`config.mk`:
```
export PLATFORM = sky130hd
export DESIGN_NAME = hazard_unit_param
export DESIGN_NICKNAME = d
export VERILOG_FILES = /design/src/rtl/hazard_pkg.sv /design/src/rtl/sat_counter.sv /design/src/rtl/hazard_unit_param.sv
export SDC_FILE = /design/constraint.sdc
export NUM_CORES = 1
export LEC_CHECK = 0
export BUFFER_PORTS_ARGS = -buffer_cell sky130_fd_sc_hd__buf_4
export CORE_MARGIN = 2
export CORE_UTILIZATION = 47
export DETAILED_ROUTE_END_ITERATION = 10
export PLACE_DENSITY = 0.68
export SETUP_SLACK_MARGIN = 0.5
export SYNTH_ARGS = -nofsm -noshare
export SYNTH_HDL_FRONTEND = slang
export SYNTH_SLANG_ARGS = --single-unit
```
`constraint.sdc`:
```
create_clock -name clk -period 3.6 [get_ports clk]
set_input_delay 0.18 -clock clk [delete_from_list [all_inputs] [get_ports clk]]
set_output_delay 0.18 -clock clk [all_outputs]
set_load 0.05 [all_outputs]
```
`src/rtl/hazard_pkg.sv`:
```
// ============================================================================
// hazard_pkg : shared types and counter-index helpers for hazard_unit_param
// Revision   : 1.0
// ============================================================================
`default_nettype none

package hazard_pkg;

    typedef enum logic [1:0] {
        TS_IDLE  = 2'd0,
        TS_DRAIN = 2'd1,
        TS_ACK   = 2'd2
    } ts_state_e;

    // Counters 0..n-1 track per-stage stall requests; the event counters follow.
    function automatic int ctr_redirect(input int n);
        return n;
    endfunction

    function automatic int ctr_ts(input int n);
        return n + 1;
    endfunction

    function automatic int ctr_drain(input int n);
        return n + 2;
    endfunction

endpackage

`default_nettype wire

```
`src/rtl/sat_counter.sv`:
```
// ============================================================================
// sat_counter : up-counter that sticks at all-ones, clear has priority
// Revision    : 1.0
// ============================================================================
`default_nettype none

module sat_counter #(
    parameter int CNT_WIDTH = 32
) (
    input  logic                 clk,
    input  logic                 rst_n,
    input  logic                 inc,
    input  logic                 clr,
    output logic [CNT_WIDTH-1:0] count
);

    always_ff @(posedge clk or negedge rst_n) begin
        if (!rst_n) begin
            count <= '0;
        end else if (clr) begin
            count <= '0;
        end else if (inc && (count != {CNT_WIDTH{1'b1}})) begin
            count <= count + CNT_WIDTH'(1);
        end
    end

endmodule

`default_nettype wire

```
`src/rtl/hazard_unit_param.sv`:
```
// ============================================================================
// hazard_unit_param : N-stage stall/flush/redirect controller with draining
//                     thread switch and saturating performance counters
// Revision          : 1.0
// ============================================================================
`default_nettype none

module hazard_unit_param
    import hazard_pkg::*;
#(
    parameter int NUM_STAGES = 5,
    parameter int ADDR_WIDTH = 32,
    parameter int CNT_WIDTH  = 32,
    parameter int SEL_WIDTH  = $clog2(NUM_STAGES + 3)
) (
    input  logic                             clk,
    input  logic                             rst_n,
    input  logic [NUM_STAGES-1:0]            stall_req,
    input  logic [NUM_STAGES-1:0]            redirect_req,
    input  logic [NUM_STAGES*ADDR_WIDTH-1:0] redirect_pc,
    output logic [NUM_STAGES-1:0]            redirect_ack,
    input  logic                             ts_req,
    input  logic [ADDR_WIDTH-1:0]            ts_pc,
    output logic                             ts_ack,
    output logic [NUM_STAGES-1:0]            stall,
    output logic [NUM_STAGES-1:0]            flush,
    output logic                             load_pc_we,
    output logic [ADDR_WIDTH-1:0]            load_pc_addr,
    input  logic [SEL_WIDTH-1:0]             ctr_sel,
    input  logic                             ctr_clear,
    output logic [CNT_WIDTH-1:0]             ctr_rdata
);

    localparam int NUM_CTRS     = NUM_STAGES + 3;
    localparam int IDX_W        = $clog2(NUM_STAGES);
    localparam int CTR_REDIRECT = ctr_redirect(NUM_STAGES);
    localparam int CTR_TS       = ctr_ts(NUM_STAGES);
    localparam int CTR_DRAIN    = ctr_drain(NUM_STAGES);

    ts_state_e              r_state;
    ts_state_e              w_state_next;
    logic [IDX_W-1:0]       r_drain_cnt;
    logic [IDX_W-1:0]       w_drain_cnt_next;
    logic [ADDR_WIDTH-1:0]  r_ts_pc;
    logic [ADDR_WIDTH-1:0]  w_ts_pc_next;

    logic [NUM_STAGES-1:0]  w_ds;
    logic                   w_win_valid;
    logic [IDX_W-1:0]       w_win_idx;
    logic [ADDR_WIDTH-1:0]  w_win_pc;
    logic                   w_accept;

    logic [NUM_CTRS-1:0]    w_ctr_inc;
    logic [CNT_WIDTH-1:0]   w_ctr_val [NUM_CTRS];
    logic [CNT_WIDTH-1:0]   w_sel_val;

    // A stage is held whenever it or anything older cannot complete.
    always_comb begin
        w_ds = '0;
        for (int k = 0; k < NUM_STAGES; k++) begin
            w_ds[k] = |(stall_req >> k);
        end
    end

    // Ascending scan: the last qualifying stage seen is the oldest one.
    always_comb begin
        w_win_valid = 1'b0;
        w_win_idx   = '0;
        w_win_pc    = '0;
        for (int r = 0; r < NUM_STAGES; r++) begin
            if (redirect_req[r] && !w_ds[r]) begin
                w_win_valid = 1'b1;
                w_win_idx   = IDX_W'(r);
                w_win_pc    = redirect_pc[r*ADDR_WIDTH +: ADDR_WIDTH];
            end
        end
    end

    assign w_accept = rst_n && (r_state == TS_IDLE) && w_win_valid;

    always_comb begin
        stall        = w_ds;
        flush        = '0;
        redirect_ack = '0;
        load_pc_we   = 1'b0;
        load_pc_addr = '0;
        ts_ack       = 1'b0;

        for (int k = 1; k < NUM_STAGES; k++) begin
            flush[k] = w_ds[k-1] & ~w_ds[k];
        end

        if (w_accept) begin
            redirect_ack[w_win_idx] = 1'b1;
            load_pc_we              = 1'b1;
            load_pc_addr            = w_win_pc;
            for (int k = 0; k < NUM_STAGES; k++) begin
                if (k <= int'(w_win_idx)) begin
                    stall[k] = 1'b0;
                    if (k >= 1) begin
                        flush[k] = 1'b1;
                    end
                end
            end
        end

        case (r_state)
            TS_DRAIN: begin
                stall[0] = 1'b1;
                flush[1] = 1'b1;
            end
            TS_ACK: begin
                ts_ack       = 1'b1;
                load_pc_we   = 1'b1;
                load_pc_addr = r_ts_pc;
                stall[0]     = 1'b0;
                flush[1]     = 1'b1;
            end
            default: ;
        endcase

        if (!rst_n) begin
            stall        = '0;
            flush        = {{(NUM_STAGES-1){1'b1}}, 1'b0};
            redirect_ack = '0;
            load_pc_we   = 1'b0;
            load_pc_addr = '0;
            ts_ack       = 1'b0;
        end
    end

    always_comb begin
        w_state_next     = r_state;
        w_drain_cnt_next = r_drain_cnt;
        w_ts_pc_next     = r_ts_pc;
        case (r_state)
            TS_IDLE: begin
                if (ts_req) begin
                    w_state_next     = TS_DRAIN;
                    w_drain_cnt_next = IDX_W'(NUM_STAGES - 1);
                    w_ts_pc_next     = ts_pc;
                end
            end
            TS_DRAIN: begin
                // The cycle in which the count reaches zero is the last drain cycle.
                if (!w_ds[0] && (r_drain_cnt != '0)) begin
                    w_drain_cnt_next = r_drain_cnt - IDX_W'(1);
                end
                if (w_drain_cnt_next == '0) begin
                    w_state_next = TS_ACK;
                end
            end
            TS_ACK: begin
                w_state_next = TS_IDLE;
            end
            default: begin
                w_state_next = TS_IDLE;
            end
        endcase
    end

    always_ff @(posedge clk or negedge rst_n) begin
        if (!rst_n) begin
            r_state     <= TS_IDLE;
            r_drain_cnt <= '0;
            r_ts_pc     <= '0;
        end else begin
            r_state     <= w_state_next;
            r_drain_cnt <= w_drain_cnt_next;
            r_ts_pc     <= w_ts_pc_next;
        end
    end

    always_comb begin
        w_ctr_inc                        = '0;
        w_ctr_inc[NUM_STAGES-1:0]        = stall_req;
        w_ctr_inc[CTR_REDIRECT]          = w_accept;
        w_ctr_inc[CTR_TS]                = (r_state == TS_ACK);
        w_ctr_inc[CTR_DRAIN]             = (r_state == TS_DRAIN);
    end

    for (genvar i = 0; i < NUM_CTRS; i++) begin : g_ctr
        sat_counter #(
            .CNT_WIDTH (CNT_WIDTH)
        ) u_sat_counter (
            .clk   (clk),
            .rst_n (rst_n),
            .inc   (w_ctr_inc[i]),
            .clr   (ctr_clear),
            .count (w_ctr_val[i])
        );
    end

    // Indices beyond the last counter fall through to zero.
    always_comb begin
        w_sel_val = '0;
        for (int i = 0; i < NUM_CTRS; i++) begin
            if (ctr_sel == SEL_WIDTH'(i)) begin
                w_sel_val = w_ctr_val[i];
            end
        end
    end

    always_ff @(posedge clk or negedge rst_n) begin
        if (!rst_n) begin
            ctr_rdata <= '0;
        end else begin
            ctr_rdata <= w_sel_val;
        end
    end

endmodule

`default_nettype wire

```
==> run metrics <==
top fanout value on the critical path=22; min cycle time layout=between 3 and 4 ns; fraction of registers with async set/reset=1.00; area of all placed cells without fillers=24,400 sq um; Worst EP required=3.42 ns; slew at the pin closest to its max-slew limit=about 1.1 ns; Primary FF master, synth=sky130_fd_sc_hd__dfrtp_1; worst hold path type=in2async; setup slack of the worst register-to-register path=0.86 ns; area overhead of the layout relative to synthesis=21.7%; endpoint of the lowest-slack register-to-register path=g_ctr[5].u_sat_counter.count[3]; effective utilization at floorplan=0.478; number of instances in the synthesized netlist=between 2,000 and 2,500; placed cell area=22,700 sq um; unrepaired setup endpoints after global routing=yes; placed wire-length estimate after detailed placement=roughly 52,000 um; Via Count=20,442; routability-driven placement congestion ratio=approximately 0.95; Post-Route Skew=0.0262 ns; RR Startpoint=g_ctr[5].u_sat_counter.count[0]; family with the most delay on the worst path=buffers and inverters; fraction of the yosys area taken by sequential cells=0.405; worst setup path category=reg2out; Worst IR Drop VDD=0.346 mV; final hold vios=0; startpoint type of the worst setup path=flip-flop; vias in the first global route=19,278; CTS Root Cell=sky130_fd_sc_hd__clkbuf_16; setup TNS after final layout=0 ns; final net count=around 2,800; remaining antenna violation count=0; height of the die=211 um; Overall Global Routing Usage=0.329; number of synthesized flops with an enable pin=0; number of buffers on the longest clock path=3; FF+latch count, synth=325; largest stage delay on the critical path=0.40 ns; input/output buffers=288; number of detailed-route iterations in the first pass=6; pin count of the biggest net entering global routing=about 180; clock tree from TritonCTS=done; crit path DAT=roughly 2.8 ns; Ys Warns=0; power per cell area=413 nW/um^2; number of H-tree levels=2; Die ar.=44,400 sq um; most repeated library cell on the critical path=sky130_fd_sc_hd__buf_4; Filler cells=roughly 3,700; number of DRC violations after detailed-routing iteration 0=~2,400; Die Wd=211 um; count of cells along the worst register-to-register path=7; summed instance area of the synthesized netlist=20,100 sq um; number of setup violations in the final report=0; post-synthesis average cell area=8.86 sq um; Critical-path top delay cell=sky130_fd_sc_hd__dfrtp_1; DR WL/cell=23.9 um; io pins=290; antenna violations before repair=2; share of the clock period used by the worst path after layout=0.835; sum of overflow across all layers after global routing=0; max cap viols=0; Setup crit end kind=output port; clock sink count=325; number of max-slew violations in the final report=0; register clock-pin slew on the reported worst setup and hold paths=0.06 ns; core region area=approximately 42,000 sq um; global-route wire length before repair=113,000 um; maximum operating frequency=333 MHz; max_slew headroom=0.236; result of the run=complete, no violations; reported leakage power=between 0.009 and 0.01 uW; synthesized net count=~2,500; ordered cell list for the critical path=inv_1 > ha_2 > nand3b_1 > a211oi_1 > buf_4 > nor2_4 > nor2_2 > buf_12 > a32o_1 > buf_4; Synth cell types=63; total wire length after detailed routing=~74,000 um; number of CTS-inserted buffers=39; share of post-route cells with drive strength above 1=0.208; utilization after layout=0.581; number of vias per cell after detailed routing=6.60; total number of placement rows=75; buffers and inverters on the worst path=4; Residual DRC=0; later-pin clock latency in the skew report=0.58 ns
## cell families after synthesis
logic type,after synthesis,share of synthesized area
other cells,1,0.000187
flops,325,0.405
buf+inv,186,0.0356
fa+ha+maj,13,0.00810
mux,111,0.0719
simple gates,945,0.248
compound gates,602,0.195
xor+xnor,84,0.0366
## worst register-to-register path: stages (launching register included)
cell and delay [ns]:
sky130_fd_sc_hd__dfrtp_1 0.49, sky130_fd_sc_hd__ha_1 0.32, sky130_fd_sc_hd__nand4_1 0.14, sky130_fd_sc_hd__or4_1 0.50
sky130_fd_sc_hd__nor4_2 0.63, sky130_fd_sc_hd__buf_4 0.31, sky130_fd_sc_hd__or4_1 0.13, sky130_fd_sc_hd__a21oi_1 0.06
## placed cells by master (no fill, tap or decap), types with 8 or more instances in the layout
| cell type | count |
|---|---|
| sky130_fd_sc_hd__a21oi_1 | 176 |
| sky130_fd_sc_hd__or3_1 | 92 |
| sky130_fd_sc_hd__ha_1 | 12 |
| sky130_fd_sc_hd__nor2b_1 | 34 |
| sky130_fd_sc_hd__nor3_1 | 29 |
| sky130_fd_sc_hd__dfrtp_1 | 325 |
| sky130_fd_sc_hd__dlygate4sd3_1 | 35 |
| sky130_fd_sc_hd__a32o_1 | 32 |
| sky130_fd_sc_hd__mux2_2 | 86 |
| sky130_fd_sc_hd__and2_1 | 13 |
| sky130_fd_sc_hd__o22ai_1 | 62 |
| sky130_fd_sc_hd__a22oi_1 | 57 |
| sky130_fd_sc_hd__a31oi_1 | 21 |
| sky130_fd_sc_hd__o31ai_1 | 60 |
| sky130_fd_sc_hd__o211ai_1 | 11 |
| sky130_fd_sc_hd__mux4_2 | 18 |
| sky130_fd_sc_hd__clkbuf_16 | 40 |
| sky130_fd_sc_hd__a211oi_1 | 10 |
| sky130_fd_sc_hd__nand3_1 | 97 |
| sky130_fd_sc_hd__clkbuf_8 | 11 |
| sky130_fd_sc_hd__and4_1 | 35 |
| sky130_fd_sc_hd__a221o_1 | 12 |
| sky130_fd_sc_hd__o221ai_1 | 15 |
| sky130_fd_sc_hd__xor2_1 | 29 |
| sky130_fd_sc_hd__o2111ai_1 | 8 |
| sky130_fd_sc_hd__or4_1 | 56 |
| sky130_fd_sc_hd__o21ai_0 | 102 |
| sky130_fd_sc_hd__nor4_1 | 37 |
| sky130_fd_sc_hd__nand2_1 | 196 |
| sky130_fd_sc_hd__or2_2 | 9 |
| sky130_fd_sc_hd__nand4_1 | 82 |
| sky130_fd_sc_hd__xnor2_1 | 55 |
| sky130_fd_sc_hd__inv_1 | 35 |
| sky130_fd_sc_hd__buf_4 | 329 |
| sky130_fd_sc_hd__nor2_1 | 202 |
| sky130_fd_sc_hd__and3_1 | 32 |
## where the power goes
| group | internal (uW) | switching [uW] | leakage, uW | total, uW |
|---|---|---|---|---|
| Clock | 2380 | 1650 | 0.000642 | 4030 |
| Sequential | 3900 | 209 | 0.00444 | 4110 |
| Combinational | 750 | 1210 | 0.00468 | 1960 |
| Total | 7030 | 3060 | 0.00976 | 10100 |
## per-layer routing
| layer | vias to the layer above | global-route usage | share of wire |
|---|---|---|---|
| met2 | 1051 | 0.513 | 0.46 |
| met4 | 0 | 0.155 | 0.048 |
| li1 | 9162 | - | - |
| met1 | 10055 | 0.428 | 0.40 |
| met3 | 174 | 0.0876 | 0.096 |
| met5 | - | 0 | 0 |
## cells in the mapped netlist, types with 6 or more instances
cell type,instances,area share
sky130_fd_sc_hd__a211oi_1,11,0.0041
sky130_fd_sc_hd__a21oi_1,176,0.044
sky130_fd_sc_hd__a221o_1,12,0.0060
sky130_fd_sc_hd__a22oi_1,57,0.021
sky130_fd_sc_hd__a311oi_1,6,0.0026
sky130_fd_sc_hd__a31oi_1,21,0.0065
sky130_fd_sc_hd__a32o_1,32,0.016
sky130_fd_sc_hd__and2_1,12,0.0037
sky130_fd_sc_hd__and3_1,32,0.010
sky130_fd_sc_hd__and4_1,35,0.015
sky130_fd_sc_hd__buf_1,15,0.0028
sky130_fd_sc_hd__buf_2,7,0.0017
sky130_fd_sc_hd__clkbuf_1,125,0.023
sky130_fd_sc_hd__dfrtp_1,325,0.40
sky130_fd_sc_hd__ha_1,13,0.0081
sky130_fd_sc_hd__inv_1,35,0.0065
sky130_fd_sc_hd__mux2_2,86,0.048
sky130_fd_sc_hd__mux2i_1,7,0.0035
sky130_fd_sc_hd__mux4_2,18,0.020
sky130_fd_sc_hd__nand2_1,196,0.037
sky130_fd_sc_hd__nand3_1,97,0.024
sky130_fd_sc_hd__nand4_1,82,0.026
sky130_fd_sc_hd__nor2_1,203,0.038
sky130_fd_sc_hd__nor2b_1,34,0.011
sky130_fd_sc_hd__nor3_1,31,0.0077
sky130_fd_sc_hd__nor4_1,37,0.012
sky130_fd_sc_hd__nor4b_1,6,0.0026
sky130_fd_sc_hd__o2111ai_1,8,0.0035
sky130_fd_sc_hd__o211ai_1,11,0.0041
sky130_fd_sc_hd__o21ai_0,102,0.025
sky130_fd_sc_hd__o221ai_1,15,0.0065
sky130_fd_sc_hd__o22ai_1,62,0.019
sky130_fd_sc_hd__o31ai_1,61,0.023
sky130_fd_sc_hd__o41ai_1,6,0.0026
sky130_fd_sc_hd__or2_2,9,0.0028
sky130_fd_sc_hd__or3_1,92,0.029
sky130_fd_sc_hd__or4_1,56,0.021
sky130_fd_sc_hd__xnor2_1,55,0.024
sky130_fd_sc_hd__xor2_1,29,0.013
## sequential cells by signal, summed over array words and instances, names as in the netlist
name / flops
ctr_rdata: 32
g_ctr.u_sat_counter.count: 256
r_drain_cnt: 3
r_state: 2
r_ts_pc: 32
## cell type report
type	count	area, sq um	share of cell area
repair buffers	369	2910	0.119
clock inverters	13	136	0.00558
well taps	539	674	0.0276
multi-input cells	1758	11300	0.462
clock buffers	55	1160	0.0473
diodes	1	2.50	0.000102
flip-flops and latches	325	8130	0.333
inverters	36	135	0.00553
## repair_timing
item,4_1_cts,5_1_grt
cloned,2,0
endpoints found under the setup margin,38,9
gates resized for setup,3,2
hold endpoints to repair,108,0
buffers inserted,3,0
pin swaps,2,0
hold buffers,35,0
## per-stage QoR
| stage | power, uW | std cells | hold slack, ns | setup WS, ns |
|---|---|---|---|---|
| after floorplan | 5240 | 2267 | -0.116 | 0.615 |
| final | 10100 | 3096 | 0.0635 | 0.595 |
| after CTS | 10100 | 3095 | 0.0480 | 0.588 |
| after detailed placement | 6030 | 2987 | 0.0544 | 0.619 |
| after global routing | 10400 | 3096 | 0.0698 | 0.492 |
| after global placement | 5990 | 2987 | 0.0518 | 0.692 |
## worst max path at each step
| stage | slack, ns | start | endpoint | depth (start not counted) |
|---|---|---|---|---|
| finish | 0.59 | r_state[0] | load_pc_addr[8] | 10 |
| global placement | 0.69 | r_state[0] | load_pc_addr[8] | 10 |
| detailed placement | 0.62 | r_state[0] | load_pc_addr[8] | 10 |
| floorplan | 0.62 | r_state[0] | flush[3] | 9 |
| CTS | 0.59 | r_state[0] | load_pc_addr[8] | 10 |
| global route | 0.49 | r_state[0] | load_pc_addr[8] | 10 |
(Power assumes the default switching activity.)
